### src/rtl/tx_wqe_sched_wrr.sv
// Doorbell-driven weighted round-robin WQE fetch scheduler: tracks per-QP SQ producer/consumer
// indices and grants each eligible QP up to its quantum of fetch requests per turn.
module tx_wqe_sched_wrr #(
  parameter int unsigned MAX_QP         = 32,
  parameter int unsigned QP_PTR_WIDTH   = 5,
  parameter int unsigned SQ_DEPTH       = 128,
  parameter int unsigned SQ_PTR_WIDTH   = 7,
  parameter int unsigned WQE_BYTES      = 64,
  parameter int unsigned AXI_ADDR_WIDTH = 32,
  parameter int unsigned WEIGHT_WIDTH   = 4,
  parameter int unsigned DEFAULT_WEIGHT = 1
) (
  input  logic                      clk,
  input  logic                      rst,
  input  logic [MAX_QP-1:0]         i_active,
  input  logic [AXI_ADDR_WIDTH-1:0] i_sq_base,
  input  logic                      i_db_valid,
  input  logic [QP_PTR_WIDTH-1:0]   i_db_qpn,
  input  logic [SQ_PTR_WIDTH:0]     i_db_pi,
  output logic                      o_db_err,
  input  logic                      i_wt_valid,
  input  logic [QP_PTR_WIDTH-1:0]   i_wt_qpn,
  input  logic [WEIGHT_WIDTH-1:0]   i_wt,
  input  logic                      i_stall,
  output logic                      o_req_valid,
  input  logic                      i_req_ready,
  output logic [QP_PTR_WIDTH-1:0]   o_req_qpn,
  output logic [SQ_PTR_WIDTH-1:0]   o_req_idx,
  output logic [AXI_ADDR_WIDTH-1:0] o_req_addr,
  output logic [MAX_QP-1:0]         o_pending
);

  localparam int unsigned PW    = SQ_PTR_WIDTH + 1;
  localparam int unsigned WB_SH = $clog2(WQE_BYTES);

  typedef enum logic {IDLE, SERVE} state_e;

  logic [PW-1:0]             pi_q [MAX_QP];
  logic [PW-1:0]             ci_q [MAX_QP];
  logic [WEIGHT_WIDTH-1:0]   wt_q [MAX_QP];
  state_e                    state_q, state_d;
  logic [QP_PTR_WIDTH-1:0]   cur_q, cur_d, last_q, last_d;
  logic [WEIGHT_WIDTH-1:0]   def_q, def_d;
  logic                      vld_q, vld_d;
  logic [QP_PTR_WIDTH-1:0]   qpn_q, qpn_d;
  logic [SQ_PTR_WIDTH-1:0]   idx_q, idx_d;
  logic [AXI_ADDR_WIDTH-1:0] addr_q, addr_d;
  logic                      db_err_q;

  logic [MAX_QP-1:0]         pend, elig;
  logic                      found;
  logic [QP_PTR_WIDTH-1:0]   pick, cand;
  logic [PW-1:0]             cur_ci, cur_pi, ci_inc, db_diff;
  logic                      db_ok, ci_adv;

  // {qpn, slot} is qpn*SQ_DEPTH + slot because SQ_DEPTH is a power of two
  function automatic logic [AXI_ADDR_WIDTH-1:0] wqe_addr(
    input logic [AXI_ADDR_WIDTH-1:0] base,
    input logic [QP_PTR_WIDTH-1:0]   qpn,
    input logic [SQ_PTR_WIDTH-1:0]   slot
  );
    return base + (AXI_ADDR_WIDTH'({qpn, slot}) << WB_SH);
  endfunction

  always_comb begin
    pend = '0;
    for (int unsigned i = 0; i < MAX_QP; i++) begin
      pend[i] = (pi_q[i] != ci_q[i]);
    end
  end

  assign elig = pend & i_active;

  always_comb begin
    found = 1'b0;
    pick  = '0;
    cand  = '0;
    for (int unsigned k = 1; k <= MAX_QP; k++) begin
      cand = last_q + QP_PTR_WIDTH'(k);
      if (!found && elig[cand]) begin
        found = 1'b1;
        pick  = cand;
      end
    end
  end

  assign cur_ci  = ci_q[cur_q];
  assign cur_pi  = pi_q[cur_q];
  assign ci_inc  = cur_ci + 1'b1;
  assign db_diff = i_db_pi - ci_q[i_db_qpn];
  assign db_ok   = (db_diff <= PW'(SQ_DEPTH));

  always_comb begin
    state_d = state_q;
    cur_d   = cur_q;
    last_d  = last_q;
    def_d   = def_q;
    vld_d   = vld_q;
    qpn_d   = qpn_q;
    idx_d   = idx_q;
    addr_d  = addr_q;
    ci_adv  = 1'b0;
    case (state_q)
      IDLE: begin
        if (found) begin
          cur_d   = pick;
          def_d   = (wt_q[pick] == '0) ? WEIGHT_WIDTH'(1) : wt_q[pick];
          state_d = SERVE;
        end
      end
      SERVE: begin
        if (vld_q) begin
          if (i_req_ready) begin
            ci_adv = 1'b1;
            def_d  = def_q - 1'b1;
            if (def_q == WEIGHT_WIDTH'(1) || ci_inc == cur_pi || !i_active[cur_q]) begin
              vld_d   = 1'b0;
              last_d  = cur_q;
              state_d = IDLE;
            end else if (i_stall) begin
              vld_d = 1'b0;
            end else begin
              idx_d  = ci_inc[SQ_PTR_WIDTH-1:0];
              addr_d = wqe_addr(i_sq_base, cur_q, ci_inc[SQ_PTR_WIDTH-1:0]);
            end
          end
        end else if (!pend[cur_q] || !i_active[cur_q] || def_q == '0) begin
          last_d  = cur_q;
          state_d = IDLE;
        end else if (!i_stall) begin
          vld_d  = 1'b1;
          qpn_d  = cur_q;
          idx_d  = cur_ci[SQ_PTR_WIDTH-1:0];
          addr_d = wqe_addr(i_sq_base, cur_q, cur_ci[SQ_PTR_WIDTH-1:0]);
        end
      end
      default: state_d = IDLE;
    endcase
  end

  always_ff @(posedge clk) begin
    if (rst) begin
      for (int unsigned i = 0; i < MAX_QP; i++) begin
        pi_q[i] <= '0;
        ci_q[i] <= '0;
        wt_q[i] <= WEIGHT_WIDTH'(DEFAULT_WEIGHT);
      end
      state_q  <= IDLE;
      cur_q    <= '0;
      last_q   <= QP_PTR_WIDTH'(MAX_QP - 1);
      def_q    <= '0;
      vld_q    <= 1'b0;
      qpn_q    <= '0;
      idx_q    <= '0;
      addr_q   <= '0;
      db_err_q <= 1'b0;
    end else begin
      if (i_db_valid && db_ok) pi_q[i_db_qpn] <= i_db_pi;
      if (i_wt_valid)          wt_q[i_wt_qpn] <= i_wt;
      if (ci_adv)              ci_q[cur_q]    <= ci_inc;
      db_err_q <= i_db_valid && !db_ok;
      state_q  <= state_d;
      cur_q    <= cur_d;
      last_q   <= last_d;
      def_q    <= def_d;
      vld_q    <= vld_d;
      qpn_q    <= qpn_d;
      idx_q    <= idx_d;
      addr_q   <= addr_d;
    end
  end

  assign o_db_err    = db_err_q;
  assign o_req_valid = vld_q;
  assign o_req_qpn   = qpn_q;
  assign o_req_idx   = idx_q;
  assign o_req_addr  = addr_q;
  assign o_pending   = pend;

endmodule

### config.mk
export PLATFORM = sky130hd
export DESIGN_NAME = tx_wqe_sched_wrr
export DESIGN_NICKNAME = d
export VERILOG_FILES = /design/src/rtl/tx_wqe_sched_wrr.sv
export SDC_FILE = /design/constraint.sdc
export NUM_CORES = 2
export LEC_CHECK = 0
export ABC_AREA = 1
export CAP_MARGIN = 30
export CORE_MARGIN = 3
export CORE_UTILIZATION = 24
export DETAILED_ROUTE_END_ITERATION = 6
export HOLD_SLACK_MARGIN = 0.08
export SLEW_MARGIN = 5
export SYNTH_ARGS = -nofsm -noshare
export SYNTH_HDL_FRONTEND = slang
export SYNTH_SLANG_ARGS = --single-unit
### constraint.sdc
create_clock -name clk -period 7.4 [get_ports clk]
set_clock_uncertainty 0.2 [all_clocks]
set_input_delay 0.74 -clock clk [delete_from_list [all_inputs] [get_ports clk]]
set_output_delay 0.74 -clock clk [all_outputs]
set_load 0.02 [all_outputs]
==> run metrics <==
CTS H-tree depth=3; FF+latch area=20500 um^2; Worst-Margin Slew=1.17 ns; adder-cell area share of the yosys netlist=1.10%; total grt overflow=0; most used cell along the critical path=nand2_1; die extent in y=427 um; post_cts resized=0; slowest cell delay on critical path=0.62 ns; gr busiest metal=met2; Mean Syn Cell Area=8.14 um^2; first-pass GRT wire length=262000 um; Synth Area in Compound Gates=11.3%; top post-synthesis cells by area=edfxtp_1 45%, nor2_1 9.2%, nand2_1 8.7%; most frequent cells in the layout=1038 x nor2_1, 985 x nand2_1, 640 x edfxtp_1; async set-or-reset flop fraction in the synthesized netlist=0%; row count=153; area leader, netlist=edfxtp_1; Root Buffer=clkbuf_16; Fmax achieved=147 MHz; layout cells sized above 1=6.54%; initial cell density of the core=24.3%; depth of the most critical reg-to-reg path=31; CP Max Fanout=38; fillcell total=18500; routed wire length=185000 um; crit path kind=reg -> reg; worst hold stages=2; R2R setup slack=0.60 ns; MaxCap Viol Count=0; Core Area=175000 um^2; count of input and output buffers=169; DR pass1 iterations=7; Worst Path Required=7.82 ns; I/O pins=170; post-synthesis cell count=5215; hold_ws=0.257 ns; Final Total Pwr=25.4 mW; slew margin rel.=21.5%; maximum clock path buffer count=3; Finished Core Util=28.4%; worst skew pair latency=0.72 ns; Vias=40500; clock transition at the registers of the reported paths=0.06 ns; EDFF count, synth=640; grt met1 use=24.0%; Die W=427 um; Starting DRT DRC Count=5730; setup TNS=0 ns; Net Count, Synth=5343; largest family of logic cells by synthesized area=simple AND/OR/NAND/NOR gates; Synth Area in Simple Gates=27.6%; unrepaired setup endpoints after global routing=no; initial antenna violation count=10; Netlist cell types=65; Peak VDD IR=0.655 mV; Tmin final=6.80 ns; CTS Hold Bufs=0; Seq/Total Area, Yosys=48.4%; cts bufs inserted=75; Setup-failing EPs final=0; post-CTS setup buffer count=0; die area=182000 um^2; yosys warns=0; top-area cell type share of the netlist area=45.3%; Final Hold Fails=0; # DRC=14; Hold Path Class=reg -> reg; XOR/XNOR Fraction of Synth Area=6.03%; CTS tree=yes; Final period util=91.9%; leak pwr=18.5 nW; post-synthesis mux area share=0.0472%; crit start category=register; Antenna Nets Post-Route=0; failing checks=design-rule violations; WP data arrival=7.23 ns; clock sink count=706; Top FF cell, synth=edfxtp_1; Layout Area Growth over Synthesis=16.9%; PwrDens=511 nW/um^2; Slowest cell on crit path=clkinv_2; fin nets=5429; Critical Path Sink Type=register; Yosys reg bits=706; GRT Overall Usage=19.6%; Slew Viols, Final=0; routability cong.=1.01; DR WL/cell=24.1 um; vias per cell=5.26; vias in the first global route=37400; grt met2 use=30.8%; status=finished, violations left; FF-to-FF End=o_req_addr[30]; most common cell after layout, fill and taps aside=nor2_1; Setup crit end=o_req_addr[30]; multi-input logic area=19700 um^2; pin count of the biggest net entering global routing=147; synthesized area=42500 um^2; DP Wirelength=132000 um; grt met3 use=4.11%
-- cell type report --
cell class,instances,share of cell area [%]
multi-input combinational,3915,39.6
antenna,12,0.0605
inverter,287,2.20
clock inverter,43,1.16
tap,2325,5.86
clock buffer,88,3.90
timing repair buffer,316,5.82
sequential,706,41.4
-- routing by layer --
metal	vias to the layer above	share of wire [%]
met3	555	10
li1	18000	-
met5	-	0.0065
met4	2	7.7
met1	19400	37
met2	2554	45
-- critical path, delay by kind of cell (launching register included) --
kind	cells	cell delay (ns)
AO/OA/AOI/OAI	9	1.63
AND/OR/NAND/NOR	17	2.60
flip-flops	1	0.50
adder cells (fa/ha/maj)	1	0.43
buffers and inverters	4	1.34
-- metrics by stage --
step,setup WS [ns],instances,cell area (um^2)
after floorplan,1.65,5215,42500
after global placement,0.811,7545,47000
after global routing,0.235,7685,49600
after CTS,0.985,7678,49600
final,0.599,7692,49600
after detailed placement,0.810,7547,47000
-- worst min-delay path by stage --
stage / from / end / slack, ns
after floorplan: def_q[1] / def_q[1] / 0.25
after global placement: o_req_qpn[2] / o_req_qpn[2] / 0.24
after detailed placement: o_req_qpn[1] / o_req_qpn[1] / 0.24
after CTS: o_req_qpn[1] / o_req_qpn[1] / 0.25
after global routing: o_req_qpn[0] / o_req_qpn[0] / 0.27
final: o_req_qpn[0] / o_req_qpn[0] / 0.26
-- cells in the mapped netlist, types with 7 or more instances --
| master | count |
|---|---|
| buf_2 | 30 |
| nor2_4 | 8 |
| a32o_1 | 11 |
| nand3_1 | 629 |
| clkbuf_1 | 237 |
| buf_1 | 21 |
| inv_1 | 264 |
| a31oi_1 | 17 |
| xnor2_1 | 256 |
| inv_2 | 17 |
| dfxtp_1 | 66 |
| o21a_1 | 14 |
| o21ai_0 | 354 |
| o221ai_1 | 53 |
| a22o_1 | 9 |
| nor3_1 | 40 |
| nand4_1 | 32 |
| nor2_2 | 7 |
| nand2_1 | 987 |
| nand3b_1 | 8 |
| a21oi_1 | 130 |
| edfxtp_1 | 640 |
| o22ai_1 | 70 |
| ha_1 | 34 |
| nand2_2 | 7 |
| xor2_1 | 29 |
| nor2_1 | 1041 |
| o211ai_1 | 40 |
| a22oi_1 | 60 |
| buf_4 | 17 |
| nor4_1 | 7 |
-- flip-flops by register name, indices dropped and copies added (netlist names), named ones only --
signal / cells
def_q: 4
o_req_qpn: 5
o_db_err: 1
o_req_idx: 7
cur_q: 5
pi_q: 256
ci_q: 256
o_req_addr: 32
wt_q: 128
o_req_valid: 1
last_q: 5
state_q: 1
-- cell families (layout without fill, tap and decap cells) --
logic type	count (synthesis)	count (layout)
simple gates	2790	2790
mux	2	2
compound gates	798	798
xor+xnor	289	289
other cells	0	12
buf+inv	594	734
fa+ha+maj	36	36
flops	706	706
-- power by group --
group          switching, mW  internal (mW)
combinational           11.9           4.65
clock                   1.73           2.19
sequential             0.312           4.61
total                   13.9           11.5
(Power assumes the default switching activity.)
